$ cat config.mk
export PLATFORM = sky130hd
export DESIGN_NAME = mesh_traffic_sequencer
export DESIGN_NICKNAME = d
export VERILOG_FILES = /design/src/rtl/mesh_traffic_sequencer.sv
export SDC_FILE = /design/constraint.sdc
export NUM_CORES = 1
export LEC_CHECK = 0
export CORE_AREA = 4 4 244 246
export DETAILED_ROUTE_END_ITERATION = 10
export DIE_AREA = 0 0 248 250
export HOLD_SLACK_MARGIN = 0.12
export PLACE_DENSITY = 0.45
export SLEW_MARGIN = 25
export SYNTH_ARGS = -nofsm -noshare
export SYNTH_HDL_FRONTEND = slang
export SYNTH_SLANG_ARGS = --single-unit
$ cat constraint.sdc
create_clock -name aclk -period 1.85 [get_ports aclk]
set_input_delay 0.2775 -clock aclk [delete_from_list [all_inputs] [get_ports aclk]]
set_output_delay 0.2775 -clock aclk [all_outputs]
set_load 0.01 [all_outputs]
$ cat src/rtl/mesh_traffic_sequencer.sv
// Mesh traffic sequencer: broadcasts loader commands, starts a run, waits for idle, dumps PMUs.
// Optional watchdog on the WAIT state is compiled in with SEQ_TIMEOUT_EN.
module mesh_traffic_sequencer #(
   parameter int unsigned N_NODES        = 16,
   parameter int unsigned PMU_REGS       = 8,
   parameter int unsigned TIMEOUT_CYCLES = 65535
) (
   input  logic                     aclk,
   input  logic                     aresetn,
   input  logic                     cmd_valid_i,
   output logic                     cmd_ready_o,
   input  logic [3:0]               cmd_node_i,
   input  logic [4:0]               cmd_id_i,
   input  logic                     cmd_write_i,
   input  logic [7:0]               cmd_axlen_i,
   input  logic                     cmd_resp_wait_i,
   input  logic                     run_i,
   output logic                     busy_o,
   output logic                     done_o,
   output logic                     timeout_o,
   output logic [N_NODES-1:0]       fifo_push_o,
   output logic [4:0]               id_o,
   output logic                     write_o,
   output logic [7:0]               axlen_o,
   output logic                     resp_wait_o,
   output logic                     start_o,
   input  logic [N_NODES-1:0]       idle_i,
   output logic [4:0]               pmu_addr_o,
   input  logic [N_NODES-1:0][31:0] pmu_data_i,
   output logic                     rd_valid_o,
   input  logic                     rd_ready_i,
   output logic [31:0]              rd_data_o,
   output logic [3:0]               rd_node_o,
   output logic [4:0]               rd_reg_o
);

   typedef enum logic [2:0] {
      StIdle, StStart, StWait, StDumpAddr, StDumpOut, StDone
   } state_e;

   localparam logic [3:0] LastNode = 4'(N_NODES - 1);
   localparam logic [4:0] LastReg  = 5'(PMU_REGS - 1);

   state_e              state_q, state_d;
   logic                ready_q;
   logic                cmd_hs;
   logic [N_NODES-1:0]  push_q, push_d;
   logic [3:0]          node_q, node_d;
   logic [4:0]          reg_q, reg_d;
   logic [1:0]          blank_q, blank_d;
   logic [4:0]          pmu_addr_q;
   logic [31:0]         data_q;
   logic                last_word;
   logic                forced;

   assign cmd_hs    = cmd_valid_i && ready_q;
   assign last_word = (node_q == LastNode) && (reg_q == LastReg);

   always_comb begin
      state_d = state_q;
      node_d  = node_q;
      reg_d   = reg_q;
      blank_d = blank_q;
      push_d  = '0;
      if (cmd_hs && (32'(cmd_node_i) < N_NODES)) begin
         push_d[cmd_node_i] = 1'b1;
      end
      unique case (state_q)
         StIdle: begin
            if (run_i && !cmd_hs) state_d = StStart;
         end
         StStart: begin
            node_d  = '0;
            reg_d   = '0;
            blank_d = '0;
            state_d = StWait;
         end
         StWait: begin
            if (blank_q != 2'd2) blank_d = blank_q + 2'd1;
            // idle_i is not trusted until the loaders have seen start_o
            if (forced || ((blank_q == 2'd2) && (&idle_i))) state_d = StDumpAddr;
         end
         StDumpAddr: state_d = StDumpOut;
         StDumpOut: begin
            if (rd_ready_i) begin
               if (last_word) begin
                  state_d = StDone;
               end else begin
                  state_d = StDumpAddr;
                  if (reg_q == LastReg) begin
                     reg_d  = '0;
                     node_d = node_q + 4'd1;
                  end else begin
                     reg_d = reg_q + 5'd1;
                  end
               end
            end
         end
         StDone:  state_d = StIdle;
         default: state_d = StIdle;
      endcase
   end

   always_ff @(posedge aclk or negedge aresetn) begin
      if (!aresetn) begin
         state_q     <= StIdle;
         ready_q     <= 1'b0;
         push_q      <= '0;
         node_q      <= '0;
         reg_q       <= '0;
         blank_q     <= '0;
         pmu_addr_q  <= '0;
         data_q      <= '0;
         id_o        <= '0;
         write_o     <= 1'b0;
         axlen_o     <= '0;
         resp_wait_o <= 1'b0;
      end else begin
         state_q <= state_d;
         ready_q <= (state_d == StIdle);
         push_q  <= push_d;
         node_q  <= node_d;
         reg_q   <= reg_d;
         blank_q <= blank_d;
         if (state_d == StDumpAddr) pmu_addr_q <= reg_d;
         if (state_q == StDumpAddr) data_q <= pmu_data_i[node_q];
         if (cmd_hs) begin
            id_o        <= cmd_id_i;
            write_o     <= cmd_write_i;
            axlen_o     <= cmd_axlen_i;
            resp_wait_o <= cmd_resp_wait_i;
         end
      end
   end

`ifdef SEQ_TIMEOUT_EN
   logic [31:0] wd_q;
   logic        timeout_q;

   assign forced    = (state_q == StWait) && (wd_q == 32'(TIMEOUT_CYCLES - 1));
   assign timeout_o = timeout_q;

   always_ff @(posedge aclk or negedge aresetn) begin
      if (!aresetn) begin
         wd_q      <= '0;
         timeout_q <= 1'b0;
      end else begin
         if (state_q == StStart)     wd_q <= '0;
         else if (state_q == StWait) wd_q <= wd_q + 32'd1;
         if (state_d == StStart) timeout_q <= 1'b0;
         else if (forced)        timeout_q <= 1'b1;
      end
   end
`else
   assign forced    = 1'b0;
   assign timeout_o = 1'b0;
`endif

   assign cmd_ready_o = ready_q;
   assign busy_o      = (state_q != StIdle);
   assign start_o     = (state_q == StStart);
   assign done_o      = (state_q == StDone);
   assign rd_valid_o  = (state_q == StDumpOut);
   assign fifo_push_o = push_q;
   assign pmu_addr_o  = pmu_addr_q;
   assign rd_data_o   = data_q;
   assign rd_node_o   = node_q;
   assign rd_reg_o    = reg_q;

endmodule

==> flow_summary_export.csv, run 1 <==
group,metric,value,unit
sta,hold_viol_final,0,
floorplanning,start_util,0.126,
detailed_routing,wire_per_inst,24.2,um
yosys,yosys_warnings,0,
setup_path,start_kind,"register",
placed_design,io_buffers,633,
yosys,synthMostInstantiatedCell,"mux4_2",
setup_path,crit_top_cell,"buf_12",
setup_path,crit_path_start,"rd_node_o[0]",
setup_path,ff2ff_setup_slack,-230,ps
yosys,yosysTopAreaCell,"mux4_2",
cts,cts_buffers,9,
cts,clkLatencyLatePin,370,ps
power_and_ir_drop,powerDensity,885,mW/mm^2
placed_design,dp_cells,1957,
status,violations,"setup timing",
yosys,ys.flop_type,"dfrtp_1",
placed_design,place_congestion,0.833,
floorplanning,die_area,0.0620,mm^2
floorplanning,row_count,88,
yosys,synthXorXnorAreaFrac,0.00363,
cts,cts_tree,"yes",
sta,fin_setup_tns,-6730,ps
global_routing,grt_max_degree,58,
cts,clockBufferDepth,2,
detailed_routing,viasPerCell,4.05,
floorplanning,ios,635,
floorplanning,coreArea,0.0574,mm^2
setup_path,reg2reg_from,"rd_node_o[0]",
detailed_routing,drc,0,
yosys,synthDistinctLibCells,46,
setup_path,path_max_fanout,10,
yosys,synth_top_family_by_area,"multiplexers",
global_routing,grt_antenna_before_repair,23,
detailed_routing,first_pass_iters,5,
yosys,ys_top_cells_by_area,"mux4_2, dfrtp_1, mux2_2",
layout,fin_nets,1776,
power_and_ir_drop,power_leakage,5.77,nW
layout,instances_no_fill,2000,
status,outcome,"finished, violations left",
sta,setup_viol,37,
cts,cts.sinks,83,
sta,max_freq,0.481,GHz
setup_path,endpoint_kind,"register",
setup_path,r2r-end,"rd_data_o[3]",
cts,clkTransAtPathRegs,80,ps
yosys,synth-seq-cells,83,
setup_path,worstRegToRegCells,6,
sta,fin_crit,2080,ps
yosys,async_flop_share,1.00,
setup_path,cp_slowest_cell,"mux4_2",
yosys,syn_inst,520,
detailed_routing,vias,8096,
yosys,syn_nets,1075,
run,max_cap_violations,0,
yosys,synth_top_area_share,0.399,
setup_path,slowest_delay,500,ps
detailed_routing,top_layer,"met5",
floorplanning,die_w,248,um
setup_path,crit_path_end,"rd_data_o[3]",
sta,whs,447,ps
setup_path,worst_ep_arrival_time,2340,ps
yosys,synth_mux_area_frac,0.528,
sta,maxSlewHeadroom,0.564,
detailed_routing,wl_met2,24600,um
detailed_routing,drt-met1-wl,19000,um
yosys,synth_fa_ha_area_frac,0.00519,
yosys,avgSynthCellArea,13.9,um^2
detailed_routing,drtIter0Drc,396,
cts,h-tree-depth,3,
setup_path,cp.depth,6,
layout,layout-drive-gt1-share,0.281,
yosys,netlist_area,0.00723,mm^2
setup_path,cp.required,2110,ps
placed_design,hpwlAfterDp,41700,um
global_routing,grt_overflow_total,0,
setup_path,path_class,"reg2reg",
global_routing,grt_pass1_vias,9144,
yosys,synth-simple-area-share,0.0696,
yosys,synth_compound_area_frac,0.0637,
setup_path,cp_top_family,"multiplexers",
setup_path,path_buf_inv,3,
yosys,yosys-top-cells-count,"mux4_2, dfrtp_1, mux2_2",
sta,finClkSkew,9.55,ps
sta,post-route-period-util,1.12,
layout,finish.utilization,0.280,
power_and_ir_drop,peakVddDrop,447,uV
global_routing,grt_pass1_wl,66600,um
sta,fin_ws,-231,ps
detailed_routing,drt_wl_total,48500,um
detailed_routing,met3_length,3750,um
yosys,synth_edf_count,0,
sta,tightest_slew,652,ps
detailed_routing,ant_nets,0,
global_routing,grt_usage,0.151,
min_path,hold_class,"in2async",
power_and_ir_drop,finalPower,14.2,mW
layout,areaGrowthSynthToFinish,122,%
sta,finalMaxSlewViolations,0,
yosys,ys_seq_area_frac,0.287,
sta,rsz0062_at_grt,"yes",
floorplanning,die_y,250,um
cts,cts-root-buf,"clkbuf_16",
setup_path,crit_chain,"buf_12 -> buf_4 -> buf_12 -> mux4_2 -> mux2_4 -> a221o_1",
-- cell type report --
class | count | area, um^2
flip-flops and latches | 83 | 2090
diodes | 9 | 22.5
clock buffers | 11 | 243
fillers | 5960 | 41300
well taps | 765 | 957
inverters | 10 | 42.5
clock inverters | 5 | 62.6
repair buffers | 746 | 7520
multi-input cells | 371 | 5140
-- how the worst min path moves through the flow --
stage,slack (ps),to,cells past startpoint,start
2_1_floorplan,-20,axlen_o[0],0,aresetn
3_3_place_gp,300,pmu_addr_o[4],2,aresetn
3_5_place_dp,300,pmu_addr_o[4],2,aresetn
4_1_cts,450,pmu_addr_o[4],3,aresetn
5_1_grt,480,pmu_addr_o[4],3,aresetn
6_report,450,pmu_addr_o[4],3,aresetn
-- flip-flops by register name (all words and copies together), names as in the netlist --
name	flops
rd_node_o	4
cmd_ready_o	1
axlen_o	8
fifo_push_o	16
rd_data_o	32
rd_reg_o	5
pmu_addr_o	5
write_o	1
resp_wait_o	1
state_q	3
id_o	5
blank_q	2
-- where the power goes --
part | internal, mW | total (mW) | switching, mW
Combinational | 5.71 | 9.24 | 3.54
Sequential | 2.52 | 2.98 | 0.453
Clock | 1.09 | 2.02 | 0.925
Total | 9.32 | 14.2 | 4.91
-- worst reg2reg max path: stages (launching register included) --
cell and delay (ps):
dfrtp_4 470, buf_12 170, buf_4 140, buf_12 130
mux4_2 500, mux2_4 270, a221o_1 290
-- through the flow --
stage | setup WS (ps) | area, um^2
CTS | -261 | 16000
finish | -231 | 16100
floorplan | -158 | 7460
detailed placement | -541 | 15400
global route | -330 | 16100
global placement | -501 | 15300
-- cell families (layout without fill, tap and decap cells) --
logic type / Yosys count / after routing
DFF: 83 / 83
AOI/OAI and AO/OA: 51 / 51
xor gates and xnor gates: 3 / 3
buffers and inverters: 66 / 772
other: 1 / 10
muxes: 215 / 215
adders and majority gates: 3 / 3
and+or+nand+nor: 98 / 98
-- placed cells by master, fill, tap and decap left out, types with 2 or more instances in the layout --
| cell | instances |
|---|---|
| buf_12 | 19 |
| dfrtp_4 | 3 |
| nor2_4 | 2 |
| or3_1 | 2 |
| clkbuf_16 | 9 |
| nand2_1 | 11 |
| a221o_1 | 32 |
| diode_2 | 9 |
| dfrtp_1 | 77 |
| buf_16 | 3 |
| buf_6 | 15 |
| buf_4 | 78 |
| a32oi_1 | 2 |
| o21ai_2 | 2 |
| o21ai_0 | 2 |
| mux4_2 | 128 |
| mux2i_1 | 30 |
| nor3_1 | 35 |
| a21o_1 | 2 |
| inv_1 | 8 |
| nor2_1 | 16 |
| or3b_4 | 2 |
| a22o_1 | 2 |
| nand3_1 | 5 |
| a21oi_2 | 2 |
| nand2b_1 | 3 |
| inv_4 | 2 |
| xnor2_1 | 2 |
| mux2_2 | 16 |
| mux2i_4 | 4 |
| dfrtp_2 | 3 |
| dlygate4sd2_1 | 4 |
| clkdlybuf4s50_1 | 625 |
| clkinvlp_4 | 2 |
| mux2_4 | 36 |
| nand4_1 | 8 |
-- per-layer routing --
| metal | vias up | GRT usage |
|---|---|---|
| met5 | - | 0 |
| li1 | 3622 | - |
| met1 | 4020 | 0.176 |
| met2 | 381 | 0.267 |
| met4 | 14 | 0.0398 |
| met3 | 59 | 0.0479 |
-- what timing repair did --
action,4_1_cts,5_1_grt
gates cloned,2,0
gates resized for setup,61,10
hold buffers,1,0
endpoints found under the hold margin,83,0
buffers inserted,12,4
setup endpoints to repair,48,44
pin swaps,5,4
Note: power is estimated with default switching activity, not from simulation.
==> run 2, diff against run 1 <==
--- a/config.mk
+++ b/config.mk
@@ -10,7 +10,7 @@
 export DIE_AREA = 0 0 248 250
 export HOLD_SLACK_MARGIN = 0.12
 export PLACE_DENSITY = 0.45
-export SLEW_MARGIN = 25
+export SLEW_MARGIN = 10
 export SYNTH_ARGS = -nofsm -noshare
 export SYNTH_HDL_FRONTEND = slang
 export SYNTH_SLANG_ARGS = --single-unit
==> flow_summary_export.csv, run 2 (synthesis gave the netlist of run 1 again) <==
group,metric,value,unit
detailed_routing,wire_per_inst,24.6,um
detailed_routing,met3_length,3770,um
placed_design,hpwlAfterDp,41400,um
setup_path,r2r-end,"rd_data_o[6]",
detailed_routing,drt-met1-wl,19300,um
status,violations,"setup timing",
placed_design,io_buffers,633,
detailed_routing,viasPerCell,4.07,
setup_path,reg2reg_from,"rd_node_o[0]",
power_and_ir_drop,peakVddDrop,453,uV
sta,rsz0062_at_grt,"yes",
run,max_cap_violations,0,
sta,fin_ws,-290,ps
detailed_routing,top_layer,"met5",
layout,layout-drive-gt1-share,0.290,
sta,max_freq,0.467,GHz
layout,largest_reg_flops,32,
setup_path,ff2ff_setup_slack,-290,ps
global_routing,grt_max_degree,58,
global_routing,grt_antenna_before_repair,18,
min_path,hold_class,"in2async",
setup_path,worstRegToRegCells,6,
status,outcome,"finished, violations left",
global_routing,grt_pass1_vias,9268,
setup_path,start_kind,"register",
layout,fill_cells,5925,
layout,layout_commonest_cell,"clkdlybuf4s50_1",
sta,fin_crit,2140,ps
layout,final_cell_mix,"clkdlybuf4s50_1, mux4_2, dfrtp_1",
setup_path,path_max_fanout,5,
floorplanning,die_y,250,um
cts,clkTransAtPathRegs,70,ps
floorplanning,die_w,248,um
detailed_routing,first_pass_iters,4,
detailed_routing,drt_wl_total,49400,um
sta,maxSlewHeadroom,0.529,
placed_design,dp_slack,-540,ps
floorplanning,start_util,0.126,
detailed_routing,ant_nets,0,
cts,cts_tree,"yes",
cts,cts-root-buf,"clkbuf_16",
layout,instances_no_fill,2005,
sta,hold_viol_final,0,
sta,post-route-period-util,1.16,
global_routing,grt_usage,0.153,
layout,fin_nets,1786,
setup_path,path_class,"reg2reg",
detailed_routing,vias,8165,
floorplanning,row_count,88,
cts,clkLatencyLatePin,380,ps
placed_design,dp_cells,1956,
detailed_routing,wl_met2,25200,um
sta,finClkSkew,5.95,ps
detailed_routing,drtIter0Drc,352,
global_routing,grt_overflow_total,0,
detailed_routing,drc,0,
floorplanning,coreArea,0.0574,mm^2
global_routing,grt_pass1_wl,67200,um
floorplanning,die_area,0.0620,mm^2
cts,cts_buffers,9,
sta,tightest_slew,705,ps
sta,finalMaxSlewViolations,0,
power_and_ir_drop,powerDensity,888,mW/mm^2
layout,areaGrowthSynthToFinish,125,%
floorplanning,ios,635,
cts,clockBufferDepth,2,
setup_path,endpoint_kind,"register",
placed_design,place_congestion,0.833,
power_and_ir_drop,power_leakage,5.82,nW
cts,cts.sinks,83,
setup_path,worst_ep_arrival_time,2400,ps
cts,h-tree-depth,3,
sta,setup_viol,38,
setup_path,cp.required,2110,ps
==> run 2: changes by cell type in the layout (fill, tap and decap cells not counted), moves of 2 or more <==
cell	before	now
buf_12	19	24
diode_2	9	4
clkinvlp_4	2	4
buf_6	15	22
buf_8	0	3
buf_4	78	73
==> run 2: layout make-up <==
| cell class | count | area, um^2 | area share |
|---|---|---|---|
| Tap cell | 765 | 957 | 0.0590 |
| Clock inverter | 5 | 38.8 | 0.00239 |
| Multi-Input combinational cell | 372 | 5150 | 0.317 |
| Inverter | 10 | 42.5 | 0.00262 |
| Timing Repair Buffer | 755 | 7700 | 0.474 |
| Clock buffer | 11 | 243 | 0.0150 |
| Antenna cell | 4 | 10.0 | 0.000617 |
| Sequential cell | 83 | 2090 | 0.129 |
==> run 2: worst max path at each step <==
stage	start	end	slack, ps	cells past startpoint
5_1_grt	rd_node_o[0]	rd_data_o[6]	-330	6
3_5_place_dp	idle_i[0]	pmu_addr_o[2]	-540	6
2_1_floorplan	rd_node_o[0]	rd_data_o[30]	-160	6
3_3_place_gp	idle_i[0]	pmu_addr_o[0]	-500	6
4_1_cts	rd_node_o[0]	rd_data_o[31]	-270	7
6_report	rd_node_o[0]	rd_data_o[6]	-290	6
==> run 2: repair_timing <==
item | 4_1_cts | 5_1_grt
buffers inserted | 14 | 13
endpoints found under the hold margin | 83 | 0
hold buffers | 1 | 0
setup endpoints to repair | 49 | 45
gates cloned | 3 | 1
pin swaps | 6 | 5
gates resized for setup | 74 | 24
==> run 2: power breakdown <==
| part | total [mW] | internal, mW | switching [mW] | leakage [nW] |
|---|---|---|---|---|
| clock network | 1.88 | 0.954 | 0.927 | 0.124 |
| logic | 9.55 | 5.93 | 3.62 | 4.65 |
| registers | 2.98 | 2.53 | 0.457 | 1.05 |
| total | 14.4 | 9.41 | 5.00 | 5.82 |
==> run 2: metal layers <==
metal | global-route usage | up-vias
li1 | - | 3626
met1 | 0.181 | 4072
met2 | 0.271 | 409
met3 | 0.0419 | 48
met4 | 0.0435 | 10
met5 | 0 | -
==> run 2: critical path: stages (launching register included) <==
cell and delay (ps):
dfrtp_4 530, buf_6 150, clkbuf_16 160, buf_8 140, mux4_2 470, mux2_4 280
a221o_1 300
==> run 2: metrics by stage <==
stage / TNS, ps / total power [mW] / util / area, um^2 / hold slack, ps
floorplan: -4990 / 7.24 / - / 7460 / -18.1
global placement: -9760 / 11.8 / 0.267 / 15300 / 301
detailed placement: -11120 / 11.8 / 0.267 / 15300 / 306
CTS: -7590 / 14.5 / 0.280 / 16000 / 432
global route: -10160 / 15.3 / 0.283 / 16200 / 465
finish: -7870 / 14.4 / 0.283 / 16200 / 433
